==> config.mk <==
export PLATFORM = sky130hd
export DESIGN_NAME = mips_multicycle_ctrl_flat
export DESIGN_NICKNAME = d
export VERILOG_FILES = /design/src/rtl/mips_multicycle_ctrl_if.sv /design/src/rtl/mips_multicycle_ctrl.sv /design/src/flat_wrapper.sv
export SDC_FILE = /design/constraint.sdc
export NUM_CORES = 1
export LEC_CHECK = 0
export CAP_MARGIN = 20
export CORE_ASPECT_RATIO = 1.1
export CORE_UTILIZATION = 43
export DETAILED_ROUTE_END_ITERATION = 8
export GPL_TIMING_DRIVEN = 0
export HOLD_SLACK_MARGIN = 0.02
export PLACE_DENSITY_LB_ADDON = 0.25
export SLEW_MARGIN = 10
export SYNTH_ARGS = -nofsm -noshare
export SYNTH_HDL_FRONTEND = slang
export SYNTH_SLANG_ARGS = --single-unit
==> constraint.sdc <==
create_clock -name clock -period 1.8 [get_ports clock]
set_clock_uncertainty 0.05 [all_clocks]
set_input_delay 0.36 -clock clock [delete_from_list [all_inputs] [get_ports clock]]
set_output_delay 0.36 -clock clock [all_outputs]
set_load 0.01 [all_outputs]
==> src/rtl/mips_multicycle_ctrl_if.sv <==
// Control/datapath bundle for the multicycle MIPS controller: instruction fields and
// flags in, mux selects, strobes and debug status out.
interface mips_multicycle_ctrl_if #(
    parameter int CNT_W = 32
);
    logic [5:0]       Opcode;
    logic [5:0]       Funct;
    logic             Zero;
    logic             mem_ready;
    logic             PCWrite;
    logic             PCWriteCond;
    logic             IorD;
    logic             MemRead;
    logic             MemWrite;
    logic             IRWrite;
    logic             MemtoReg;
    logic             RegDst;
    logic             RegWrite;
    logic             ALUSrcA;
    logic [1:0]       ALUSrcB;
    logic [2:0]       ALUControl;
    logic [1:0]       PCSrc;
    logic             Fault;
    logic [3:0]       State;
    logic [CNT_W-1:0] instr_count;

    // The controller is the master: it consumes instruction fields and drives the datapath.
    modport master (
        input  Opcode, Funct, Zero, mem_ready,
        output PCWrite, PCWriteCond, IorD, MemRead, MemWrite, IRWrite, MemtoReg,
               RegDst, RegWrite, ALUSrcA, ALUSrcB, ALUControl, PCSrc, Fault,
               State, instr_count
    );

    modport slave (
        output Opcode, Funct, Zero, mem_ready,
        input  PCWrite, PCWriteCond, IorD, MemRead, MemWrite, IRWrite, MemtoReg,
               RegDst, RegWrite, ALUSrcA, ALUSrcB, ALUControl, PCSrc, Fault,
               State, instr_count
    );
endinterface

==> src/rtl/mips_multicycle_ctrl.sv <==
// Multicycle MIPS32 control FSM with a mem_ready handshake and a saturating retire counter.
// Optional MCTRL_MEM_TIMEOUT_EN halts the core after MEM_TIMEOUT unanswered memory wait cycles.
module mips_multicycle_ctrl #(
    parameter int CNT_W       = 32,
    parameter int MEM_TIMEOUT = 15
) (
    input logic                clock,
    input logic                Reset,
    mips_multicycle_ctrl_if.master bus
);

    localparam logic [5:0] OP_RTYPE = 6'b000000;
    localparam logic [5:0] OP_J     = 6'b000010;
    localparam logic [5:0] OP_BEQ   = 6'b000100;
    localparam logic [5:0] OP_BNE   = 6'b000101;
    localparam logic [5:0] OP_ADDI  = 6'b001000;
    localparam logic [5:0] OP_LW    = 6'b100011;
    localparam logic [5:0] OP_SW    = 6'b101011;

    localparam logic [5:0] FN_ADD = 6'b100000;
    localparam logic [5:0] FN_SUB = 6'b100010;
    localparam logic [5:0] FN_AND = 6'b100100;
    localparam logic [5:0] FN_OR  = 6'b100101;
    localparam logic [5:0] FN_SLT = 6'b101010;

    typedef enum logic [3:0] {
        S_RST    = 4'd0,
        S_FETCH  = 4'd1,
        S_DECODE = 4'd2,
        S_MEMADR = 4'd3,
        S_MEMRD  = 4'd4,
        S_MEMWB  = 4'd5,
        S_MEMWR  = 4'd6,
        S_EXEC   = 4'd7,
        S_ALUWB  = 4'd8,
        S_BRANCH = 4'd9,
        S_ADDIEX = 4'd10,
        S_ADDIWB = 4'd11,
        S_JUMP   = 4'd12,
        S_HALT   = 4'd13
    } state_t;

    state_t           state;
    state_t           next_state;
    logic [CNT_W-1:0] count;
    logic             legal_funct;
    logic             retire;
    logic             timeout;

    if (MEM_TIMEOUT < 1) begin : g_bad_timeout
        $error("MEM_TIMEOUT must be at least 1");
    end

    assign legal_funct = (bus.Funct == FN_ADD) || (bus.Funct == FN_SUB) ||
                         (bus.Funct == FN_AND) || (bus.Funct == FN_OR)  ||
                         (bus.Funct == FN_SLT);

`ifdef MCTRL_MEM_TIMEOUT_EN
    localparam int WAIT_W = $clog2(MEM_TIMEOUT + 1);

    logic              mem_wait;
    logic [WAIT_W-1:0] wait_cnt;

    assign mem_wait = ((state == S_FETCH) || (state == S_MEMRD) || (state == S_MEMWR)) &&
                      !bus.mem_ready;

    // Any state change restarts the count, so each wait state begins at zero.
    always_ff @(posedge clock or negedge Reset) begin
        if (!Reset)
            wait_cnt <= '0;
        else if (next_state != state)
            wait_cnt <= '0;
        else if (mem_wait)
            wait_cnt <= wait_cnt + WAIT_W'(1);
    end

    assign timeout = mem_wait && (wait_cnt == WAIT_W'(MEM_TIMEOUT - 1));
`else
    assign timeout = 1'b0;
`endif

    always_ff @(posedge clock or negedge Reset) begin
        if (!Reset)
            state <= S_RST;
        else
            state <= next_state;
    end

    // A completed access always wins over a timeout landing on the same cycle.
    always_comb begin
        next_state = state;
        case (state)
            S_RST:    next_state = S_FETCH;
            S_FETCH:  if (bus.mem_ready) next_state = S_DECODE;
                      else if (timeout)  next_state = S_HALT;
            S_DECODE: begin
                case (bus.Opcode)
                    OP_LW, OP_SW:   next_state = S_MEMADR;
                    OP_RTYPE:       next_state = legal_funct ? S_EXEC : S_HALT;
                    OP_BEQ, OP_BNE: next_state = S_BRANCH;
                    OP_ADDI:        next_state = S_ADDIEX;
                    OP_J:           next_state = S_JUMP;
                    default:        next_state = S_HALT;
                endcase
            end
            S_MEMADR: next_state = (bus.Opcode == OP_SW) ? S_MEMWR : S_MEMRD;
            S_MEMRD:  if (bus.mem_ready) next_state = S_MEMWB;
                      else if (timeout)  next_state = S_HALT;
            S_MEMWB:  next_state = S_FETCH;
            S_MEMWR:  if (bus.mem_ready) next_state = S_FETCH;
                      else if (timeout)  next_state = S_HALT;
            S_EXEC:   next_state = S_ALUWB;
            S_ALUWB:  next_state = S_FETCH;
            S_BRANCH: next_state = S_FETCH;
            S_ADDIEX: next_state = S_ADDIWB;
            S_ADDIWB: next_state = S_FETCH;
            S_JUMP:   next_state = S_FETCH;
            S_HALT:   next_state = S_HALT;
            default:  next_state = S_HALT;
        endcase
    end

    always_comb begin
        bus.PCWrite     = 1'b0;
        bus.PCWriteCond = 1'b0;
        bus.IorD        = 1'b0;
        bus.MemRead     = 1'b0;
        bus.MemWrite    = 1'b0;
        bus.IRWrite     = 1'b0;
        bus.MemtoReg    = 1'b0;
        bus.RegDst      = 1'b0;
        bus.RegWrite    = 1'b0;
        bus.ALUSrcA     = 1'b0;
        bus.ALUSrcB     = 2'b00;
        bus.ALUControl  = 3'b000;
        bus.PCSrc       = 2'b00;
        bus.Fault       = 1'b0;
        case (state)
            S_FETCH: begin
                bus.MemRead    = 1'b1;
                bus.ALUSrcB    = 2'b01;
                bus.ALUControl = 3'b010;
                bus.IRWrite    = bus.mem_ready;
                bus.PCWrite    = bus.mem_ready;
            end
            S_DECODE: begin
                bus.ALUSrcB    = 2'b11;
                bus.ALUControl = 3'b010;
            end
            S_MEMADR, S_ADDIEX: begin
                bus.ALUSrcA    = 1'b1;
                bus.ALUSrcB    = 2'b10;
                bus.ALUControl = 3'b010;
            end
            S_MEMRD: begin
                bus.MemRead = 1'b1;
                bus.IorD    = 1'b1;
            end
            S_MEMWB: begin
                bus.RegWrite = 1'b1;
                bus.MemtoReg = 1'b1;
            end
            S_MEMWR: begin
                bus.MemWrite = 1'b1;
                bus.IorD     = 1'b1;
            end
            S_EXEC: begin
                bus.ALUSrcA = 1'b1;
                case (bus.Funct)
                    FN_ADD:  bus.ALUControl = 3'b010;
                    FN_SUB:  bus.ALUControl = 3'b110;
                    FN_AND:  bus.ALUControl = 3'b000;
                    FN_OR:   bus.ALUControl = 3'b001;
                    FN_SLT:  bus.ALUControl = 3'b111;
                    default: bus.ALUControl = 3'b000;
                endcase
            end
            S_ALUWB: begin
                bus.RegWrite = 1'b1;
                bus.RegDst   = 1'b1;
            end
            S_BRANCH: begin
                bus.ALUSrcA     = 1'b1;
                bus.ALUControl  = 3'b110;
                bus.PCSrc       = 2'b01;
                bus.PCWriteCond = (bus.Opcode == OP_BNE) ? !bus.Zero : bus.Zero;
            end
            S_ADDIWB: bus.RegWrite = 1'b1;
            S_JUMP: begin
                bus.PCWrite = 1'b1;
                bus.PCSrc   = 2'b10;
            end
            S_HALT:   bus.Fault = 1'b1;
            default:  bus.Fault = 1'b0;
        endcase
    end

    // Only the final step of a real instruction retires it; RST -> FETCH does not count.
    assign retire = (next_state == S_FETCH) &&
                    (state inside {S_MEMWB, S_MEMWR, S_ALUWB, S_BRANCH, S_ADDIWB, S_JUMP});

    always_ff @(posedge clock or negedge Reset) begin
        if (!Reset)
            count <= '0;
        else if (retire && (count != {CNT_W{1'b1}}))
            count <= count + CNT_W'(1);
    end

    assign bus.State       = state;
    assign bus.instr_count = count;

endmodule

==> src/flat_wrapper.sv <==
// flat-port wrapper written by rule: the top's interface ports become plain ports
module mips_multicycle_ctrl_flat 
#(
    parameter int CNT_W       = 32,
    parameter int MEM_TIMEOUT = 15
)
  (clock, Reset, bus_Opcode, bus_Funct, bus_Zero, bus_mem_ready, bus_PCWrite, bus_PCWriteCond, bus_IorD, bus_MemRead, bus_MemWrite, bus_IRWrite, bus_MemtoReg, bus_RegDst, bus_RegWrite, bus_ALUSrcA, bus_ALUSrcB, bus_ALUControl, bus_PCSrc, bus_Fault, bus_State, bus_instr_count);
  mips_multicycle_ctrl_if #(.CNT_W(CNT_W)) bus_i ();
  input logic clock;
  input logic Reset;
  input wire logic [$bits(bus_i.Opcode)-1:0] bus_Opcode;
  input wire logic [$bits(bus_i.Funct)-1:0] bus_Funct;
  input wire logic [$bits(bus_i.Zero)-1:0] bus_Zero;
  input wire logic [$bits(bus_i.mem_ready)-1:0] bus_mem_ready;
  output wire logic [$bits(bus_i.PCWrite)-1:0] bus_PCWrite;
  output wire logic [$bits(bus_i.PCWriteCond)-1:0] bus_PCWriteCond;
  output wire logic [$bits(bus_i.IorD)-1:0] bus_IorD;
  output wire logic [$bits(bus_i.MemRead)-1:0] bus_MemRead;
  output wire logic [$bits(bus_i.MemWrite)-1:0] bus_MemWrite;
  output wire logic [$bits(bus_i.IRWrite)-1:0] bus_IRWrite;
  output wire logic [$bits(bus_i.MemtoReg)-1:0] bus_MemtoReg;
  output wire logic [$bits(bus_i.RegDst)-1:0] bus_RegDst;
  output wire logic [$bits(bus_i.RegWrite)-1:0] bus_RegWrite;
  output wire logic [$bits(bus_i.ALUSrcA)-1:0] bus_ALUSrcA;
  output wire logic [$bits(bus_i.ALUSrcB)-1:0] bus_ALUSrcB;
  output wire logic [$bits(bus_i.ALUControl)-1:0] bus_ALUControl;
  output wire logic [$bits(bus_i.PCSrc)-1:0] bus_PCSrc;
  output wire logic [$bits(bus_i.Fault)-1:0] bus_Fault;
  output wire logic [$bits(bus_i.State)-1:0] bus_State;
  output wire logic [$bits(bus_i.instr_count)-1:0] bus_instr_count;
  assign bus_i.Opcode = bus_Opcode;
  assign bus_i.Funct = bus_Funct;
  assign bus_i.Zero = bus_Zero;
  assign bus_i.mem_ready = bus_mem_ready;
  assign bus_PCWrite = bus_i.PCWrite;
  assign bus_PCWriteCond = bus_i.PCWriteCond;
  assign bus_IorD = bus_i.IorD;
  assign bus_MemRead = bus_i.MemRead;
  assign bus_MemWrite = bus_i.MemWrite;
  assign bus_IRWrite = bus_i.IRWrite;
  assign bus_MemtoReg = bus_i.MemtoReg;
  assign bus_RegDst = bus_i.RegDst;
  assign bus_RegWrite = bus_i.RegWrite;
  assign bus_ALUSrcA = bus_i.ALUSrcA;
  assign bus_ALUSrcB = bus_i.ALUSrcB;
  assign bus_ALUControl = bus_i.ALUControl;
  assign bus_PCSrc = bus_i.PCSrc;
  assign bus_Fault = bus_i.Fault;
  assign bus_State = bus_i.State;
  assign bus_instr_count = bus_i.instr_count;
  mips_multicycle_ctrl #(.CNT_W(CNT_W), .MEM_TIMEOUT(MEM_TIMEOUT)) u_core (.clock(clock), .Reset(Reset), .bus(bus_i));
endmodule
==> Word-level counts from Yosys, hierarchy flattened <==
Cells that the tools add are included.
{ "op_classes": {"addsub": 1, "eq_ne": 26, "mux": 23, "reduce_logical": 19} }
{ "op_table": {"columns": ["operator", "n"], "rows": [
  ["6-bit equality test (second input constant)", 7],
  ["32-bit by 1-bit adder with 32-bit output (second input constant)", 1],
  ["32-bit inequality test (second input constant)", 1],
  ["4-bit case mux with 8 select lines", 1],
  ["4-bit equality test (second input constant)", 6],
  ["4-bit case mux with 5 select lines", 1],
  ["4-bit by 3-bit equality test with 1-bit output (second input constant)", 4],
  ["4-bit 2-to-1 mux", 4],
  ["6-bit by 3-bit equality test with 1-bit output (second input constant)", 2],
  ["3-bit case mux with 4 select lines", 1],
  ["1-bit 2-to-1 mux", 11],
  ["2-bit OR reduction", 5],
  ["3-bit case mux with 3 select lines", 1],
  ["4-bit by 1-bit equality test with 1-bit output (second input constant)", 2],
  ["4-bit by 2-bit equality test with 1-bit output (second input constant)", 2],
  ["4-bit OR reduction", 2],
  ["6-bit by 2-bit equality test with 1-bit output (second input constant)", 1],
  ["6-bit by 4-bit equality test with 1-bit output (second input constant)", 1],
  ["6-bit logical NOT", 1],
  ["2-bit case mux with 3 select lines", 1],
  ["6-bit nonzero test", 1],
  ["6-bit OR reduction", 1],
  ["4-bit logical NOT", 1],
  ["1-bit logical OR", 4],
  ["6 further kinds", 7]
]} }
{ "totals": {"regBits": 36, "out_inout_bits": 54} }

==> Depth between registers and ports, before layout <==
Gate-level depths: netlist of the first run.
{ "logic_depth": {"word_depth": 11, "ltp_mapped": 6, "depth_no_buf": 5} }

==> Worst setup path before layout of the first run <==
Ideal clock, no wire load.
{ "synth_timing": {"path_kind": "flip-flop to flip-flop", "start": "reg u_core.count[20] (netlist: u_core.bus.instr_count[20])", "end": "reg u_core.count[1] (netlist: u_core.bus.instr_count[1])", "setup_time_ns": 0.128, "t_arrival_ns": 1.783, "slack_ns": -0.161, "stages_incl_launch_ff": 6, "path_buffers": 0, "synth_period_minus_slack_ns": 1.961, "cell_sequence": "dfrtp_1 -> nand3_2 -> or3_4 -> nor4b_4 -> or2_2 -> mux2_1"} }
{ "synth_between": {"elab_chain_len": 2} }
{ "synth_lines": {"columns": ["element", "line", "rtl"], "rows": [
  ["from (decl)", "mips_multicycle_ctrl.sv:45", "logic [CNT_W-1:0] count;"],
  ["from (signal assigned)", "mips_multicycle_ctrl.sv:206", "count <= count + CNT_W'(1);"],
  ["32-bit inequality test", "mips_multicycle_ctrl.sv:205", "else if (retire && (count != {CNT_W{1'b1}}))"],
  ["1-bit logical AND", "mips_multicycle_ctrl.sv:205", null]
]} }
No other way between the ends.
A chain may end at the register's enable or synchronous reset.

==> Worst setup path after layout of the first run <==
{ "layout_timing": {"start": "reg u_core.state[3] (netlist: u_core.bus.State[3])", "end": "out bus_ALUControl[1]"} }
{ "layout_between": {"elab_chain_len": 3, "word_cells_on_any_way": 8} }
{ "layout_lines": {"columns": ["element", "line", "rtl"], "rows": [
  ["from (decl)", "mips_multicycle_ctrl.sv:43", "state_t state;"],
  ["from (signal assigned)", "mips_multicycle_ctrl.sv:86", "state <= next_state;"],
  ["4-bit by 1-bit equality test with 1-bit output (tied with other cells)", "mips_multicycle_ctrl.sv:138", "case (state)"],
  ["4-bit OR reduction (no line)", null, null],
  ["3-bit case mux with 3 select lines *", "mips_multicycle_ctrl.sv:138", null],
  ["to (decl)", "flat_wrapper.sv:26", "output wire logic [$bits(bus_i.ALUControl)-1:0] bus_ALUControl;"]
]} }
Mark *: on every way between the ends. The rest lies on a longest branch, timed or not.

==> reports/metrics.cfg, run 1 <==
[sta]
hold_viol = 0
min_period_over_period = 1.23
finalSetupViolations = 55
maxSlewViolCount = 0
fmax_ghz = 0.453
min_period_ps = 2210
tightest_slew_ps = 838
rsz0062_at_grt = yes
slew_headroom = 0.441
final.setup.worst_slack_ps = -406

[detailed_routing]
wirelength_um = 12300
routed_via_density = 6.60
firstDrtPassIters = 5
wire_per_inst_um = 26.2
drc_errors = 0
vias = 3088
drt_iter0_markers = 376
ant_nets = 0

[placement]
place_area_um2 = 3090
dp_hpwl_um = 4080
gp_congestion = 0.869
io_buffer_count = 69
place_ws_ps = -881

[run_status]
violations = negative setup slack
outcome = complete, but fails checks

[cells_and_area]
drive_gt1_frac = 0.549
fin_nets = 426
syn2layout_area_growth_pct = 98.3
n_antenna_cell = 0
finalInstanceArea_um2 = 4530
nFillCells = 191

[setup_path]
required_ps = 1390
r2r_slack_ps = -310
crit_type = reg2out
cp-start-kind = register
reg2reg_depth = 8
cp.arrival_ps = 1800
r2r_start = u_core.bus.State[3]$_DFF_PN0_
crit_path_end_kind = primary output
reg2reg_to = u_core.bus.instr_count[21]$_DFFE_PN0P_
crit_fanout = 5
crit_start = u_core.bus.State[3]$_DFF_PN0_

[yosys]
synth.largest_area_cell = dfrtp_1
synthMostInstantiatedCell = dfrtp_1
yosys-top-cells-count = dfrtp_1, nand2_1, nor3_1
yosysTopAreaCellShare = 0.395
ys_seq_elements = 36
ys.flop_type = dfrtp_1
yosysSeqAreaShare = 0.395
netlist_instances = 248
ys_types = 52
synthTopCellsByArea = dfrtp_1, xor2_1, nor3_1
syn_area_per_cell_um2 = 9.20
synthesis.area_um2 = 2280
synth_edf_count = 0
yosys_warnings = 0
synth-async-reset-ratio = 1.00
mappedNetlistNets = 265

[cts]
hold_buffers = 0
htreeDepth = 2
clk_path_buf_depth = 2
root_buffer = clkbuf_8
path_clk_slew_ps = 90
clock_latency_ps = 300
cts_buffers = 5
cts_tree = done
clock_sinks = 36

[floorplan]
initial_core_util = 0.450
row_count = 27
fp.dieArea_um2 = 5600
die_h_um = 78.4
fp.coreArea_um2 = 5070
ioPinCount = 70
die_w_um = 71.5

[global_route]
gr-total-overflow = 0
antenna_found_initial = 0
grt_pass1_vias = 2747
grt_max_degree = 37
grt_pass1_wl_um = 14000
grt_use_total = 0.328

[power]
ir_worst_vdd_uv = 967
leakagePower_nw = 2.21
cellPowerDensity_nw_per_um2 = 1230

[worst_hold_path]
hold_class = in2async

[run]
drv_cap = 0

timing repair:
item / CTS / global route
buffers inserted: 56 / 29
cloned: 5 / 0
endpoints found under the setup margin: 48 / 57
pin swaps: 37 / 47
gates resized for setup: 187 / 101
metrics by stage:
stage                     hold WS [ps]  total power [mW]  utilization  setup TNS (ps)  cells
after CTS                          128              4.47        0.800           -1690    443
final                              104              5.56        0.893           -9410    468
after global placement             422              2.76        0.611          -32280    375
after detailed placement           437              2.77        0.610          -16670    375
after global routing               162              5.72        0.893          -12500    468
after floorplan                   14.4              2.03            -           -78.1    248
layout by cell type, fill, tap and decap left out, types with 4 or more instances in the layout:
master           netlist  routed
a21oi_1                8       5
and3_1                 7       5
and3_4                 0       4
buf_12                 0       4
buf_2                  0      17
buf_4                  0      64
buf_6                  3      21
buf_8                  0       5
clkbuf_8               0       6
clkdlybuf4s50_1        0      27
dfrtp_1               36      26
dfrtp_2                0      10
dlygate4sd2_1          0       9
dlymetal6s2s_1         0      10
mux2_2                 4       4
nand2_1               25      18
nand3_1               11       8
nand4_1                6       6
nor2_1                18      11
nor2_4                 0       7
nor3_1                24       6
nor3_2                 0       4
nor3_4                 0      14
nor4_4                 0       5
o21ai_0                7       4
xnor2_1                8       6
xor2_1                22      22
routing by layer:
layer  track usage  share of wire  vias to the layer above
li1              -              -                     1229
met1         0.400           0.35                     1482
met2         0.571           0.48                      279
met3        0.0603          0.092                       96
met4         0.125          0.069                        2
met5             0         0.0033                        -
worst max-delay path by stage:
stage	cells after the start	slack, ps	end
final	6	-410	bus_ALUControl[1]
after global routing	6	-500	bus_ALUControl[0]
after CTS	7	-190	bus_ALUControl[1]
after detailed placement	6	-880	bus_PCWriteCond
after global placement	6	-890	bus_PCWriteCond
after floorplan	5	-60	u_core.bus.instr_count[1]$_DFFE_PN0P_
final cells by class:
type | count | area (um^2) | share of cell area
Inverter | 5 | 33.8 | 0.00746
Timing Repair Buffer | 155 | 1380 | 0.305
Sequential cell | 36 | 913 | 0.202
Tap cell | 58 | 72.6 | 0.0160
Buffer | 6 | 104 | 0.0229
Clock buffer | 5 | 68.8 | 0.0152
Multi-Input combinational cell | 200 | 1910 | 0.422
Clock inverter | 3 | 42.5 | 0.00940
registers in the layout, indices dropped and copies added, names as in the netlist:
register / count
u_core.bus.State: 4
u_core.bus.instr_count: 32
power breakdown:
part / switching, mW / internal [mW]
registers: 0.153 / 0.924
logic: 1.89 / 1.85
clock network: 0.332 / 0.410
cells by family (layout without fill, tap and decap cells):
group                      Yosys count  count (layout)  synth area share
muxes                                6               6            0.0291
AOI/OAI and AO/OA                   29              29            0.0833
adders and majority gates            1               1           0.00548
buffers and inverters               13             174            0.0313
DFF                                 36              36             0.395
xor gates and xnor gates            30              30             0.115
and+or+nand+nor                    133             134             0.341
critical path: stages, from the launching register on:
cell and delay [ps]:
dfrtp_2 480, buf_8 160, nor2_4 110, nand4_1 130
buf_4 170, o41ai_2 250, buf_2 200
Note: power is estimated with default switching activity, not from simulation.
==> inputs of run 2 (changes only) <==
Settings changed: CTS_BUF_LIST from default to sky130_fd_sc_hd__clkbuf_4 sky130_fd_sc_hd__clkbuf_8 sky130_fd_sc_hd__clkbuf_16, GPL_TIMING_DRIVEN 0 to default.
==> run 2 against run 1 <==
  * The run still ends with negative setup slack left
  * First-iteration DRC count down 38%
  * Global-route usage down 0.37 points
  * Hold slack better by 340 ps
  * Sequential share of layout area down 0.26 points
  * Sequential power down 4%
  * Combinational power down 5.9%
  * Non-clock buffer count up 33
  * Final area up 0.75%
  * Final cell count up 6.8%
==> reports/metrics.cfg, run 2 (synthesis results as in run 1) <==
[setup_path]
crit_type = reg2reg
cpPeakStageDelay_ps = 430
path_cells = buf_6, and4bb_2, buf_6, a22o_4, nor2_4, or2_4, mux2_4
crit_path_end_kind = register
crit_top_cell = buf_6
r2r_slack_ps = -330
reg2reg_depth = 7
crit_path_top_delay_cell = dfrtp_1
crit_fanout = 8
cp.arrival_ps = 2260
path_buf_inv = 2
required_ps = 1920
reg2reg_to = u_core.bus.instr_count[1]$_DFFE_PN0P_
path_delay_family = simple AND/OR/NAND/NOR gates
cp-start-kind = register
cp_num_cells = 7
r2r_start = u_core.bus.State[2]$_DFF_PN0_

[cells_and_area]
n_antenna_cell = 0
drive_gt1_frac = 0.554
fin_nets = 458
largest_reg_flops = 32
mostFrequentLayoutCell = buf_4
syn2layout_area_growth_pct = 99.8
stdcell_count = 500
final_cell_mix = buf_4, clkdlybuf4s50_1, dfrtp_1
finalInstanceArea_um2 = 4560

[global_route]
grt_max_degree = 37
gr-total-overflow = 0
grt_use_total = 0.324
grt_pass1_wl_um = 14000
grt_pass1_vias = 2857
antenna_found_initial = 0

[sta]
hold_viol = 0
finalSetupViolations = 50
tightest_slew_ps = 470
rsz0062_at_grt = yes
slew_headroom = 0.687
maxSlewViolCount = 0
min_period_ps = 2130
fmax_ghz = 0.469
min_period_over_period = 1.19
final.setup.worst_slack_ps = -334

[detailed_routing]
wl_met3_um = 786
wirelength_um = 11200
ant_nets = 0
wl_met2_um = 5770
drt_iter0_markers = 234
wire_per_inst_um = 22.5
vias = 3112
top_layer = met4
drc_errors = 0
routed_via_density = 6.22
firstDrtPassIters = 5
wl_met1_um = 4020

[cts]
htreeDepth = 2
clock_latency_ps = 300
clk_path_buf_depth = 2
cts_tree = done
clock_sinks = 36
root_buffer = clkbuf_8
cts_buffers = 5
path_clk_slew_ps = 80
hold_buffers = 0

[run_status]
outcome = complete, but fails checks
violations = negative setup slack

[floorplan]
die_h_um = 78.4
die_w_um = 71.5
ioPinCount = 70
row_count = 27
fp.dieArea_um2 = 5600
initial_core_util = 0.450
fp.coreArea_um2 = 5070

[placement]
dp_cells = 451
dp_hpwl_um = 5030
place_area_um2 = 3700
gp_congestion = 0.829
io_buffer_count = 69

[power]
cellPowerDensity_nw_per_um2 = 1150
leakagePower_nw = 2.29
ir_worst_vdd_uv = 975

[worst_hold_path]
hold_class = in2async

[run]
drv_cap = 0

==> run 2: cell types whose count changed in the layout (fill, tap and decap cells not counted), sizes merged <==
cell / change
clkbuf: +1
dlymetal6s2s: -2
nor2: -1
dlygate4sd2: -3
buf: +34
clkdlybuf4s50: +6
bufinv: -1
clkinv: -2
inv: +1
clkinvlp: -1
==> run 2: worst reg2reg max path: cells and delay by family (launching register included) <==
family | cells | cell delay (ps)
AND/OR/NAND/NOR | 3 | 750
flip-flops | 1 | 430
AO/OA/AOI/OAI | 1 | 230
buffers and inverters | 2 | 260
multiplexers | 1 | 290
==> run 2: stage by stage <==
step	worst slack, ps	TNS (ps)	hold WS (ps)	power [mW]	util
floorplan	-60.8	-78.1	14.4	2.03	-
global placement	-676	-10770	471	3.28	0.730
detailed placement	-793	-11800	476	3.34	0.730
CTS	-235	-4010	456	4.41	0.830
global route	-364	-10730	487	5.41	0.900
finish	-334	-8800	443	5.24	0.900
==> run 2: what timing repair did <==
action,4_1_cts,5_1_grt
pin swaps,28,32
endpoints found under the setup margin,58,57
hold endpoints to repair,0,0
gates resized for setup,145,91
cloned,1,0
buffers inserted,27,22
==> run 2: layer usage <==
layer / up-vias / track usage
li1: 1289 / -
met1: 1530 / 0.366
met2: 222 / 0.586
met3: 71 / 0.0578
met4: 0 / 0.155
met5: - / 0
==> run 2: power breakdown <==
group / internal [mW] / switching [mW]
clock: 0.365 / 0.308
sequential: 0.922 / 0.118
combinational: 1.79 / 1.73
==> run 2: final cells by class <==
class	count	area (um^2)
Multi-Input combinational cell	199	1770
Timing Repair Buffer	194	1680
Sequential cell	36	908
Fill cell	208	508
Clock buffer	8	104
Tap cell	58	72.6
Inverter	5	26.3
==> run 2: how the worst max path moves through the flow <==
| stage | start | to |
|---|---|---|
| final | u_core.bus.State[2]$_DFF_PN0_ | u_core.bus.instr_count[1]$_DFFE_PN0P_ |
| after global placement | bus_Opcode[1] | bus_PCWriteCond |
| after CTS | u_core.bus.State[3]$_DFF_PN0_ | bus_ALUControl[1] |
| after floorplan | u_core.bus.instr_count[21]$_DFFE_PN0P_ | u_core.bus.instr_count[1]$_DFFE_PN0P_ |
| after global routing | u_core.bus.State[2]$_DFF_PN0_ | u_core.bus.instr_count[1]$_DFFE_PN0P_ |
| after detailed placement | bus_Opcode[1] | bus_PCWriteCond |
==> inputs of run 3 (changes only) <==
Settings changed: CORE_MARGIN from default to 3.
==> run 3 against run 2 <==
  * The flow still finishes with violations (negative setup slack)
  * Die area rose by 11%
  * Core utilization is 0.69 points higher
  * Combinational power decreased by 2%
  * Worst setup slack about the same
  * Hold slack got worse by 18 ps
  * Count of clock-buffer cells in the layout fell by 3
  * Largest cell class unchanged
  * Largest power group unchanged
==> reports/metrics.cfg, run 3 (synthesis results as in run 1) <==
[cells_and_area]
final_cell_mix = buf_4, buf_6, dfrtp_1
fin_nets = 453
largest_reg_flops = 32
mostFrequentLayoutCell = buf_4
syn2layout_area_growth_pct = 101
n_antenna_cell = 0
drive_gt1_frac = 0.554

[global_route]
grt_pass1_wl_um = 15200
antenna_found_initial = 1
grt_max_degree = 37
grt_use_total = 0.328
gr-total-overflow = 0
grt_pass1_vias = 3040

[cts]
root_buffer = clkbuf_8
clk_path_buf_depth = 2
path_clk_slew_ps = 80
htreeDepth = 2
clock_latency_ps = 300
hold_buffers = 0
cts_buffers = 5
clock_sinks = 36
cts_tree = done

[detailed_routing]
wirelength_um = 12100
vias = 3153
routed_via_density = 6.37
firstDrtPassIters = 7
drc_errors = 0
ant_nets = 0
wire_per_inst_um = 24.5
drt_iter0_markers = 263

[placement]
place_ws_ps = -746
gp_congestion = 0.856
dp_hpwl_um = 5130
io_buffer_count = 69

[setup_path]
path_cells = buf_6, nor2b_4, buf_4, a22o_4, nor2_4, nor4_1, xor2_1
path_buf_inv = 2
cp.arrival_ps = 2280
cp-start-kind = register
cpPeakStageDelay_ps = 500
path_delay_family = simple AND/OR/NAND/NOR gates
crit_fanout = 8
crit_path_end_kind = register
crit_path_top_delay_cell = nor4_1
required_ps = 1950
crit_type = reg2reg

[sta]
rsz0062_at_grt = yes
slew_headroom = 0.657
fmax_ghz = 0.469
tightest_slew_ps = 510
min_period_over_period = 1.19
final.setup.worst_slack_ps = -333
finalSetupViolations = 52
maxSlewViolCount = 0
min_period_ps = 2130
hold_viol = 0

[run]
drv_cap = 0

[power]
power_mw = 5.26
leakagePower_nw = 2.40
cellPowerDensity_nw_per_um2 = 1140
ir_worst_vdd_uv = 1170

[run_status]
violations = negative setup slack
outcome = complete, but fails checks

[floorplan]
die_h_um = 82.4
fp.dieArea_um2 = 6220
die_w_um = 75.5
row_count = 27
ioPinCount = 70
initial_core_util = 0.450
fp.coreArea_um2 = 5070

[worst_hold_path]
hold_class = in2async

## run 3: cell count changes in the layout (fill, tap and decap cells not counted), moves of 3 or more
cell	before	now
buf_4	101	89
clkdlybuf4s50_1	33	25
dlymetal6s2s_1	8	14
dlygate4sd2_1	6	10
nor3_4	5	8
## run 3: metrics by stage
step	cells	util	hold slack, ps	cell area [um^2]	TNS [ps]
2_1_floorplan	248	-	14.4	2330	-78.1
3_3_place_gp	460	0.738	482	3740	-10840
3_5_place_dp	460	0.738	484	3740	-12100
4_1_cts	490	0.852	435	4320	-2590
5_1_grt	495	0.907	462	4590	-9490
6_report	495	0.907	425	4590	-7760
## run 3: path summary, 6_finish.rpt
path	start	endpoint	slack [ps]	cells after the start
min in group clock	u_core.bus.instr_count[19]$_DFFE_PN0P_	u_core.bus.instr_count[19]$_DFFE_PN0P_	510	2
worst max-delay path	u_core.bus.State[2]$_DFF_PN0_	u_core.bus.instr_count[22]$_DFFE_PN0P_	-330	7
max in group asynchronous	Reset	u_core.bus.instr_count[7]$_DFFE_PN0P_	890	2
worst min-delay path	Reset	u_core.bus.instr_count[30]$_DFFE_PN0P_	420	2
worst min register to register	u_core.bus.instr_count[19]$_DFFE_PN0P_	u_core.bus.instr_count[19]$_DFFE_PN0P_	510	2
worst max register to register	u_core.bus.State[2]$_DFF_PN0_	u_core.bus.instr_count[22]$_DFFE_PN0P_	-330	7
## run 3: area by class of cell
class | instances | area [um^2]
tap | 58 | 72.6
timing repair buffer | 189 | 1680
sequential | 36 | 910
clock buffer | 5 | 68.8
clock inverter | 3 | 42.5
fill | 199 | 473
multi-input combinational | 199 | 1800
inverter | 5 | 21.3
## run 3: per-layer routing
layer  track usage  vias up  wire length [um]
li1              -     1275                 -
met1         0.363     1496              4080
met2         0.582      278              6020
met3        0.0569      102              1100
met4         0.185        2               941
met5             0        -                 7
## run 3: what timing repair did
| action | CTS | global route |
|---|---|---|
| resized for setup | 162 | 73 |
| gates cloned | 1 | 1 |
| pin swaps | 32 | 19 |
| setup buffers | 23 | 6 |
| hold endpoints to repair | 0 | 0 |
| setup endpoints to repair | 59 | 63 |
## run 3: where the power goes
group | internal [mW] | leakage, nW | switching, mW
clock | 0.411 | 0.0541 | 0.346
sequential | 0.924 | 0.473 | 0.136
combinational | 1.74 | 1.87 | 1.70
